[config.mk]
export PLATFORM = sky130hd
export DESIGN_NAME = sevenseg_display_arbiter
export DESIGN_NICKNAME = d
export VERILOG_FILES = /design/src/rtl/sevenseg_display_arbiter.sv
export SDC_FILE = /design/constraint.sdc
export NUM_CORES = 1
export LEC_CHECK = 0
export ABC_AREA = 1
export ABC_CLOCK_PERIOD_IN_PS = 2600
export BUFFER_PORTS_ARGS = -buffer_cell sky130_fd_sc_hd__buf_2
export CAP_MARGIN = 40
export CORE_MARGIN = 5
export CORE_UTILIZATION = 46
export CTS_CLUSTER_DIAMETER = 30
export DETAILED_ROUTE_END_ITERATION = 10
export GPL_ROUTABILITY_DRIVEN = 0
export PLACE_DENSITY = 0.81
export SLEW_MARGIN = 10
export SYNTH_ARGS = -nofsm -noshare
export SYNTH_HDL_FRONTEND = slang
export SYNTH_SLANG_ARGS = --single-unit
[constraint.sdc]
create_clock -name clk -period 2.6 [get_ports clk]
set_input_delay 0.26 -clock clk [delete_from_list [all_inputs] [get_ports clk]]
set_output_delay 0.26 -clock clk [all_outputs]
set_load 0.03 [all_outputs]
[src/rtl/sevenseg_display_arbiter.sv]
// Round-robin arbiter that shares one 8-digit seven-segment display among four requesters,
// with a minimum dwell per owner and a blanked gap on every ownership change.
module sevenseg_display_arbiter #(
  parameter int unsigned DWELL = 1000,
  parameter int unsigned CW    = 16
) (
  input  logic        clk,
  input  logic        reset,
  input  logic [3:0]  req,
  input  logic [31:0] digits0,
  input  logic [31:0] digits1,
  input  logic [31:0] digits2,
  input  logic [31:0] digits3,
  input  logic [7:0]  en0,
  input  logic [7:0]  en1,
  input  logic [7:0]  en2,
  input  logic [7:0]  en3,
  output logic [3:0]  grant,
  output logic [31:0] DIGITS,
  output logic [7:0]  EN,
  output logic        busy
);

  localparam int unsigned NREQ = 4;
  localparam int unsigned IW   = 2;
  localparam int unsigned DW   = 32;
  localparam int unsigned EW   = 8;
  localparam logic [CW-1:0] DWELL_C = CW'(DWELL);

  typedef enum logic [1:0] {IDLE, OWN, GAP} state_t;

  state_t          state_q, state_d;
  logic [NREQ-1:0] grant_q, grant_d;
  logic [DW-1:0]   digits_q, digits_d;
  logic [EW-1:0]   en_q, en_d;
  logic [IW-1:0]   ptr_q, ptr_d;
  logic [IW-1:0]   owner_q, owner_d;
  logic [CW-1:0]   cnt_q, cnt_d;
  logic            busy_q, busy_d;

  logic [IW-1:0]   pick;
  logic [DW-1:0]   own_digits;
  logic [EW-1:0]   own_en;
  logic            leave;

  // First requester at or after ptr; scanning k downward lets the smallest k win.
  always_comb begin
    pick = ptr_q;
    for (int k = NREQ - 1; k >= 0; k--) begin
      if (req[ptr_q + IW'(k)]) pick = ptr_q + IW'(k);
    end
  end

  always_comb begin
    own_digits = digits0;
    own_en     = en0;
    case (owner_q)
      2'd0: begin own_digits = digits0; own_en = en0; end
      2'd1: begin own_digits = digits1; own_en = en1; end
      2'd2: begin own_digits = digits2; own_en = en2; end
      2'd3: begin own_digits = digits3; own_en = en3; end
      default: ;
    endcase
  end

  // Release by the owner takes precedence; preemption only once the dwell has saturated.
  assign leave = !req[owner_q] || ((cnt_q == DWELL_C) && (|(req & ~grant_q)));

  always_comb begin
    state_d  = state_q;
    grant_d  = grant_q;
    digits_d = digits_q;
    en_d     = en_q;
    ptr_d    = ptr_q;
    owner_d  = owner_q;
    cnt_d    = cnt_q;
    case (state_q)
      IDLE: begin
        en_d = '1;
        if (|req) begin
          state_d = OWN;
          owner_d = pick;
          grant_d = NREQ'(1) << pick;
          cnt_d   = '0;
        end
      end
      OWN: begin
        digits_d = own_digits;
        en_d     = own_en;
        if (cnt_q != DWELL_C) cnt_d = cnt_q + CW'(1);
        if (leave) begin
          grant_d = '0;
          state_d = GAP;
          ptr_d   = owner_q + IW'(1);
        end
      end
      GAP: begin
        en_d    = '1;
        grant_d = '0;
        state_d = IDLE;
      end
      default: begin
        state_d = IDLE;
        grant_d = '0;
        en_d    = '1;
      end
    endcase
    busy_d = (state_d == OWN);
  end

  always_ff @(posedge clk or posedge reset) begin
    if (reset) begin
      state_q  <= IDLE;
      grant_q  <= '0;
      digits_q <= '0;
      en_q     <= '1;
      ptr_q    <= '0;
      owner_q  <= '0;
      cnt_q    <= '0;
      busy_q   <= 1'b0;
    end else begin
      state_q  <= state_d;
      grant_q  <= grant_d;
      digits_q <= digits_d;
      en_q     <= en_d;
      ptr_q    <= ptr_d;
      owner_q  <= owner_d;
      cnt_q    <= cnt_d;
      busy_q   <= busy_d;
    end
  end

  assign grant  = grant_q;
  assign DIGITS = digits_q;
  assign EN     = en_q;
  assign busy   = busy_q;

endmodule
After elaboration in Yosys (flattened, before gate mapping)
Index checks and enable logic that the tools add are counted.
- output and inout port bits: 45
- bits in registers: 67
- muxes and demuxes: 26
- shift operators: 1
- $lt $le $gt $ge: 5
- reductions and logical operators: 12
- add/sub/neg operators: 5
- bitwise operators: 2
- equal/unequal tests: 10
- operators by type and width (operator ; count):
    $pmux 32 s4 ; 1
    $mux 16 ; 2
    $pmux 16 s2 ; 1
    $pmux 8 s4 ; 1
    $add 16x1->16 const B ; 1
    $eq 16x10->1 const B ; 1
    $ne 16x10->1 const B ; 1
    $lt 2x3->1 const B ; 5
    $mux 2 ; 6
    $bmux 1 s2 ; 5
    $mux 4 ; 2
    $mux 8 ; 1
    $pmux 4 s2 ; 1
    $reduce_or 4->1 ; 2
    $eq 2x1->1 const B ; 3
    $ne 2x2->1 const B ; 3
    $reduce_and 2->1 ; 3
    $mux 1 ; 5
    $add 2x1->2 const B ; 2
    $add 2x2->2 const B ; 2
    $and 4x4->4 ; 1
    $eq 2x2->1 const B ; 2
    $logic_not 2->1 ; 2
    $not 4->4 ; 1
    7 further kinds ; 7

Depth between registers and ports, before layout
- depth after elaboration: 10
- depth in mapped cells: 13
- mapped depth without buffers: 12

Least setup slack after synthesis
No wires, ideal clock.
- path type: reg-to-reg
- start: register cnt_q[0]
- end: register cnt_q[14]
- path buffers: 0
- arrival time: 1381 ps
- setup time: 141 ps
- stages on the path, launching flop included: 9
- required time: 2459 ps
- path slack: 1077 ps
- cell sequence: dfrtp_1 > ha_1 > nand2_1 > nor2_1 > nand2_1 > nor2_1 > nand3_1 > xor2_1 > o22ai_2
- word-level cells in the longest chain between the ends: 3
- elaborated cells between the ends (all ways): 6
- those cells by class: add/sub (1); eq/ne (2); mux (2); reduce/logical (1)
- ends and longest elaborated chain (what ; RTL line ; RTL):
    start, declared ; 38 ; logic [CW-1:0] cnt_q, cnt_d;
    start signal, assigned ; 128 ; cnt_q <= cnt_d;
    $add 16x1->16 / $ne 16x10->1 (equally long branches) ; 90 ; if (cnt_q != DWELL_C) cnt_d = cnt_q + CW'(1);
    $mux 16 / $ne 2x2->1 (equally long branches) ; -- ;
    $pmux 16 s2 / $reduce_and 3->1 (equally long branches) ; -- ;
Several ways; a longest one is shown, not always the timed one. The select of a mux whose other input is x is not followed.
A chain may end at the register's enable or synchronous reset.

Final worst setup path
- start: register owner_q[0]
- end: register digits_q[26] (netlist: DIGITS[26])
- word-level cells in the longest chain between the ends: 2
- elaborated cells between the ends (all ways): 5
- those cells by class: eq/ne (3); mux (1); reduce/logical (1)
- ends and longest elaborated chain (what ; RTL line ; RTL):
    start, declared ; 37 ; logic [IW-1:0] owner_q, owner_d;
    start signal, assigned ; 127 ; owner_q <= owner_d;
    $eq 2x2->1 (tied with other cells) ; 57 ; case (owner_q)
    $pmux 32 s4 * ; 57 ;
    end signal, assigned ; 124 ; digits_q <= digits_d;
    end, declared ; 34 ; logic [DW-1:0] digits_q, digits_d;
Every way passes the cells marked *; elsewhere a longest branch is shown, timed or not.

==> tab_implementation.tex <==
\begin{tabular}{lr}
\hline
Metric & Value \\
\hline
\multicolumn{2}{l}{\textbf{Placed design}} \\
Post-detail-place hpwl & 10800 um \\
Number of buffers added on ports & 210 \\
\multicolumn{2}{l}{\textbf{Worst hold path}} \\
Worst hold-check path type & in2reg \\
Worst hold path stage count & 3 \\
Endpoint with the worst hold slack & DIGITS[28] \\
Origin of the worst min-delay path & digits0[28] \\
\multicolumn{2}{l}{\textbf{Critical path}} \\
Critical path endpoint category & flip-flop \\
Capturing point of the worst reg2reg path & DIGITS[26] \\
Length in cells of the worst reg-to-reg path & 6 \\
Max stage delay cell, worst path & sky130\_fd\_sc\_hd\_\_dfrtp\_1 \\
Startpoint kind of the worst setup timing path & flip-flop \\
Critical setup path kind & reg2reg \\
Reg-to-reg slack, setup & 0.63 ns \\
Biggest cell delay along the critical path & 0.43 ns \\
Largest delay share family, worst path & buffers and inverters \\
Worst reg2reg startpoint & owner\_q[0] \\
Crit path DAT & 2.20 ns \\
CP Cell Sequence & inv\_1 -> ha\_1 -> inv\_1 -> buf\_4 -> o21ai\_0 -> nand2\_1 \\
Required time of the critical path & 2.84 ns \\
Crit Path Max Fanout & 16 \\
Most numerous cell on the critical path & sky130\_fd\_sc\_hd\_\_inv\_1 \\
Buffering stage count on the worst path with inverters included & 3 \\
\multicolumn{2}{l}{\textbf{CTS}} \\
Sinks on Clock Net & 67 \\
Cts repair resizes & 0 \\
Clock input transition at the sequential cells of the worst setup and hold paths & 0.08 ns \\
Number of buffers added by the clock tree synthesis step & 9 \\
Root buffer cell & sky130\_fd\_sc\_hd\_\_clkbuf\_8 \\
Clock tree from TritonCTS & done \\
Clk Latency, worst-skew pair & 0.35 ns \\
Clock tree buffer depth & 2 \\
H-tree levels & 3 \\
\multicolumn{2}{l}{\textbf{Global route}} \\
Total global routing overflow & 0 \\
Antenna violations before repair & 2 \\
Via count of the first global-routing pass & 4720 \\
Total global routing track utilization & 0.252 \\
Global-route wire length before repair & 22700 um \\
Pin count of the biggest net entering global routing & 80 \\
\multicolumn{2}{l}{\textbf{Timing}} \\
Normalized max-slew margin & 0.460 \\
Count of final setup violators & 0 \\
Actual slew at the worst max-slew pin & 0.811 ns \\
Final-report hold violation count & 0 \\
Total Neg Setup Slack & 0 ns \\
Clock Skews & 0.0168 ns \\
Share of the clock period used by the worst path after layout & 0.757 \\
Pins Over Slew Limit & 0 \\
Minimum clock period after layout & 1.97 ns \\
Unrepaired setup endpoints after global routing & no \\
Maximum frequency from static timing analysis & 0.508 GHz \\
\multicolumn{2}{l}{\textbf{Cells and area}} \\
Layout cell share with drive strength beyond 1 & 0.320 \\
\# nets final & 966 \\
Fill count & 777 \\
Leading cell type in the layout, fill and taps excluded & sky130\_fd\_sc\_hd\_\_nand2\_1 \\
Area of combinational cells with multiple inputs & 2190 sq um \\
Layout overhead on the synthesized area & 32.6\% \\
Commonest cells after routing, fill and taps aside & 245 x sky130\_fd\_sc\_hd\_\_nand2\_1, 210 x sky130\_fd\_sc\_hd\_\_buf\_2, 59 x sky130\_fd\_sc\_hd\_\_dfrtp\_1 \\
Area occupied by registers & 1690 sq um \\
\multicolumn{2}{l}{\textbf{Power and ir drop}} \\
Total chip power & 0.00639 W \\
P per Cell Area & 1170 nW/um\^{}2 \\
Peak ir drop on the vdd network & 0.669 mV \\
Static Leakage & 2.87 nW \\
\multicolumn{2}{l}{\textbf{Floorplan}} \\
Core Box Area & 8720 sq um \\
Die outline area & 11000 sq um \\
Die width & 105 um \\
Row count & 34 \\
Die height & 105 um \\
Number of top-level pins & 211 \\
Starting utilization of the core area & 0.474 \\
\multicolumn{2}{l}{\textbf{Synthesis}} \\
Average cell area after synthesis & 6.95 sq um \\
Post-synth design cell area & 4130 sq um \\
Total number of yosys warnings & 0 \\
Mapped Cells & 595 \\
Net count after synthesis & 767 \\
Distinct cell type count after synthesis & 29 \\
Number of register bits inferred by synthesis & 67 \\
Register area share after synthesis & 0.408 \\
\multicolumn{2}{l}{\textbf{Detailed routing}} \\
Drt first-iter violations & 364 \\
Detailed Routing Iterations Pass 1 & 6 \\
Number of vias after detailed routing & 4956 \\
Routed WL & 14400 um \\
Count of antenna-violating nets left after detailed routing & 0 \\
Count of unresolved DRC violations after routing & 0 \\
WL/cell & 15.9 um \\
DR vias/cell & 5.45 \\
\multicolumn{2}{l}{\textbf{Run}} \\
Max Cap Violations & 0 \\
\multicolumn{2}{l}{\textbf{Status}} \\
Outcome & finished clean \\
\hline
\end{tabular}
==> kinds of logic (layout without fill, tap and decap cells) <==
logic type,count (synthesis),in the layout,synth area share
AND/OR/NAND/NOR,320,320,0.319
AO/OA/AOI/OAI,128,128,0.175
flip-flops,67,67,0.408
buffers and inverters,66,270,0.0630
XOR/XNOR,8,8,0.0170
adder cells (fa/ha/maj),6,6,0.0182
other,0,2,0
==> sequential cells by signal (all words and copies together) (netlist names) <==
| signal | flops |
|---|---|
| DIGITS | 32 |
| cnt_q | 16 |
| EN | 8 |
| grant | 4 |
| owner_q | 2 |
| ptr_q | 2 |
| state_q | 2 |
| busy | 1 |
==> final cells by class <==
type,instances,share of cell area
diodes,2,0.000913
repair buffers,220,0.208
inverters,34,0.0233
clock inverters,2,0.00639
clock buffers,14,0.0297
multi-input cells,462,0.399
flip-flops and latches,67,0.308
well taps,108,0.0247
==> through the flow <==
step | utilization | instances | setup WS, ns | hold slack [ns] | instance area (sq um)
detailed placement | 0.604 | 890 | 0.640 | 0.366 | 5270
global route | 0.629 | 909 | 0.384 | 0.116 | 5480
finish | 0.629 | 909 | 0.633 | 0.116 | 5480
global placement | 0.604 | 890 | 0.718 | 0.355 | 5270
CTS | 0.628 | 907 | 0.644 | 0.115 | 5480
floorplan | - | 595 | 0.670 | 0.391 | 4130
==> tightest hold or removal path, stage by stage <==
cell and delay [ns]:
sky130_fd_sc_hd__buf_2 0.07, sky130_fd_sc_hd__o21ai_0 0.06, sky130_fd_sc_hd__nand2_1 0.05
==> cells in the mapped netlist <==
| master | n | share of area |
|---|---|---|
| sky130_fd_sc_hd__o22ai_2 | 3 | 0.0091 |
| sky130_fd_sc_hd__dfstp_2 | 8 | 0.051 |
| sky130_fd_sc_hd__clkinv_1 | 1 | 0.00091 |
| sky130_fd_sc_hd__buf_2 | 1 | 0.0012 |
| sky130_fd_sc_hd__dfrtp_1 | 59 | 0.36 |
| sky130_fd_sc_hd__o21ai_0 | 41 | 0.050 |
| sky130_fd_sc_hd__clkbuf_1 | 25 | 0.023 |
| sky130_fd_sc_hd__ha_1 | 6 | 0.018 |
| sky130_fd_sc_hd__a21oi_1 | 45 | 0.054 |
| sky130_fd_sc_hd__a31oi_1 | 32 | 0.048 |
| sky130_fd_sc_hd__nand2_1 | 246 | 0.22 |
| sky130_fd_sc_hd__nand2_2 | 2 | 0.0030 |
| sky130_fd_sc_hd__nor2_1 | 17 | 0.015 |
| sky130_fd_sc_hd__buf_1 | 4 | 0.0036 |
| sky130_fd_sc_hd__o21ai_2 | 4 | 0.0085 |
| sky130_fd_sc_hd__xor2_1 | 8 | 0.017 |
| sky130_fd_sc_hd__nand2_4 | 2 | 0.0054 |
| sky130_fd_sc_hd__inv_1 | 33 | 0.030 |
| sky130_fd_sc_hd__nor2_4 | 1 | 0.0027 |
| sky130_fd_sc_hd__nor3b_4 | 1 | 0.0045 |
| sky130_fd_sc_hd__nand3_1 | 34 | 0.041 |
| sky130_fd_sc_hd__nand4_1 | 6 | 0.0091 |
| sky130_fd_sc_hd__a21boi_0 | 1 | 0.0018 |
| sky130_fd_sc_hd__nor4_1 | 1 | 0.0015 |
| sky130_fd_sc_hd__buf_4 | 1 | 0.0018 |
| sky130_fd_sc_hd__or2_2 | 1 | 0.0015 |
| sky130_fd_sc_hd__nor3_1 | 9 | 0.011 |
| sky130_fd_sc_hd__o22ai_1 | 2 | 0.0030 |
| sky130_fd_sc_hd__buf_6 | 1 | 0.0027 |
==> report_power, final <==
| group | switching, W | internal, W | leakage, nW |
|---|---|---|---|
| Sequential | 0.000262 | 0.00148 | 0.840 |
| Clock | 0.000396 | 0.000496 | 0.101 |
| Combinational | 0.00263 | 0.00113 | 1.93 |
| Total | 0.00329 | 0.00310 | 2.87 |
==> routing by layer <==
metal	wire, um	part of all wire	vias to the layer above	track usage
met4	401	0.028	0	0.0886
met3	1380	0.096	37	0.0684
met5	0	0	-	0
li1	-	-	2358	-
met1	5430	0.38	2283	0.315
met2	7210	0.50	278	0.421
==> what timing repair did <==
action / in CTS / in global routing
endpoints found under the setup margin: 0 / 0
buffers inserted: 0 / 0
hold buffers: 1 / 0
endpoints found under the hold margin: 16 / 0
==> how the worst max path moves through the flow <==
stage / startpoint / end / slack, ns / cells after the start
final: owner_q[0] / DIGITS[26] / 0.63 / 6
after detailed placement: owner_q[0] / DIGITS[26] / 0.64 / 6
after global routing: owner_q[0] / DIGITS[26] / 0.38 / 6
after floorplan: reset / DIGITS[0] / 0.67 / 1
after CTS: owner_q[0] / DIGITS[17] / 0.64 / 6
after global placement: owner_q[0] / DIGITS[17] / 0.72 / 6
Power figures use the tool's default switching activity.
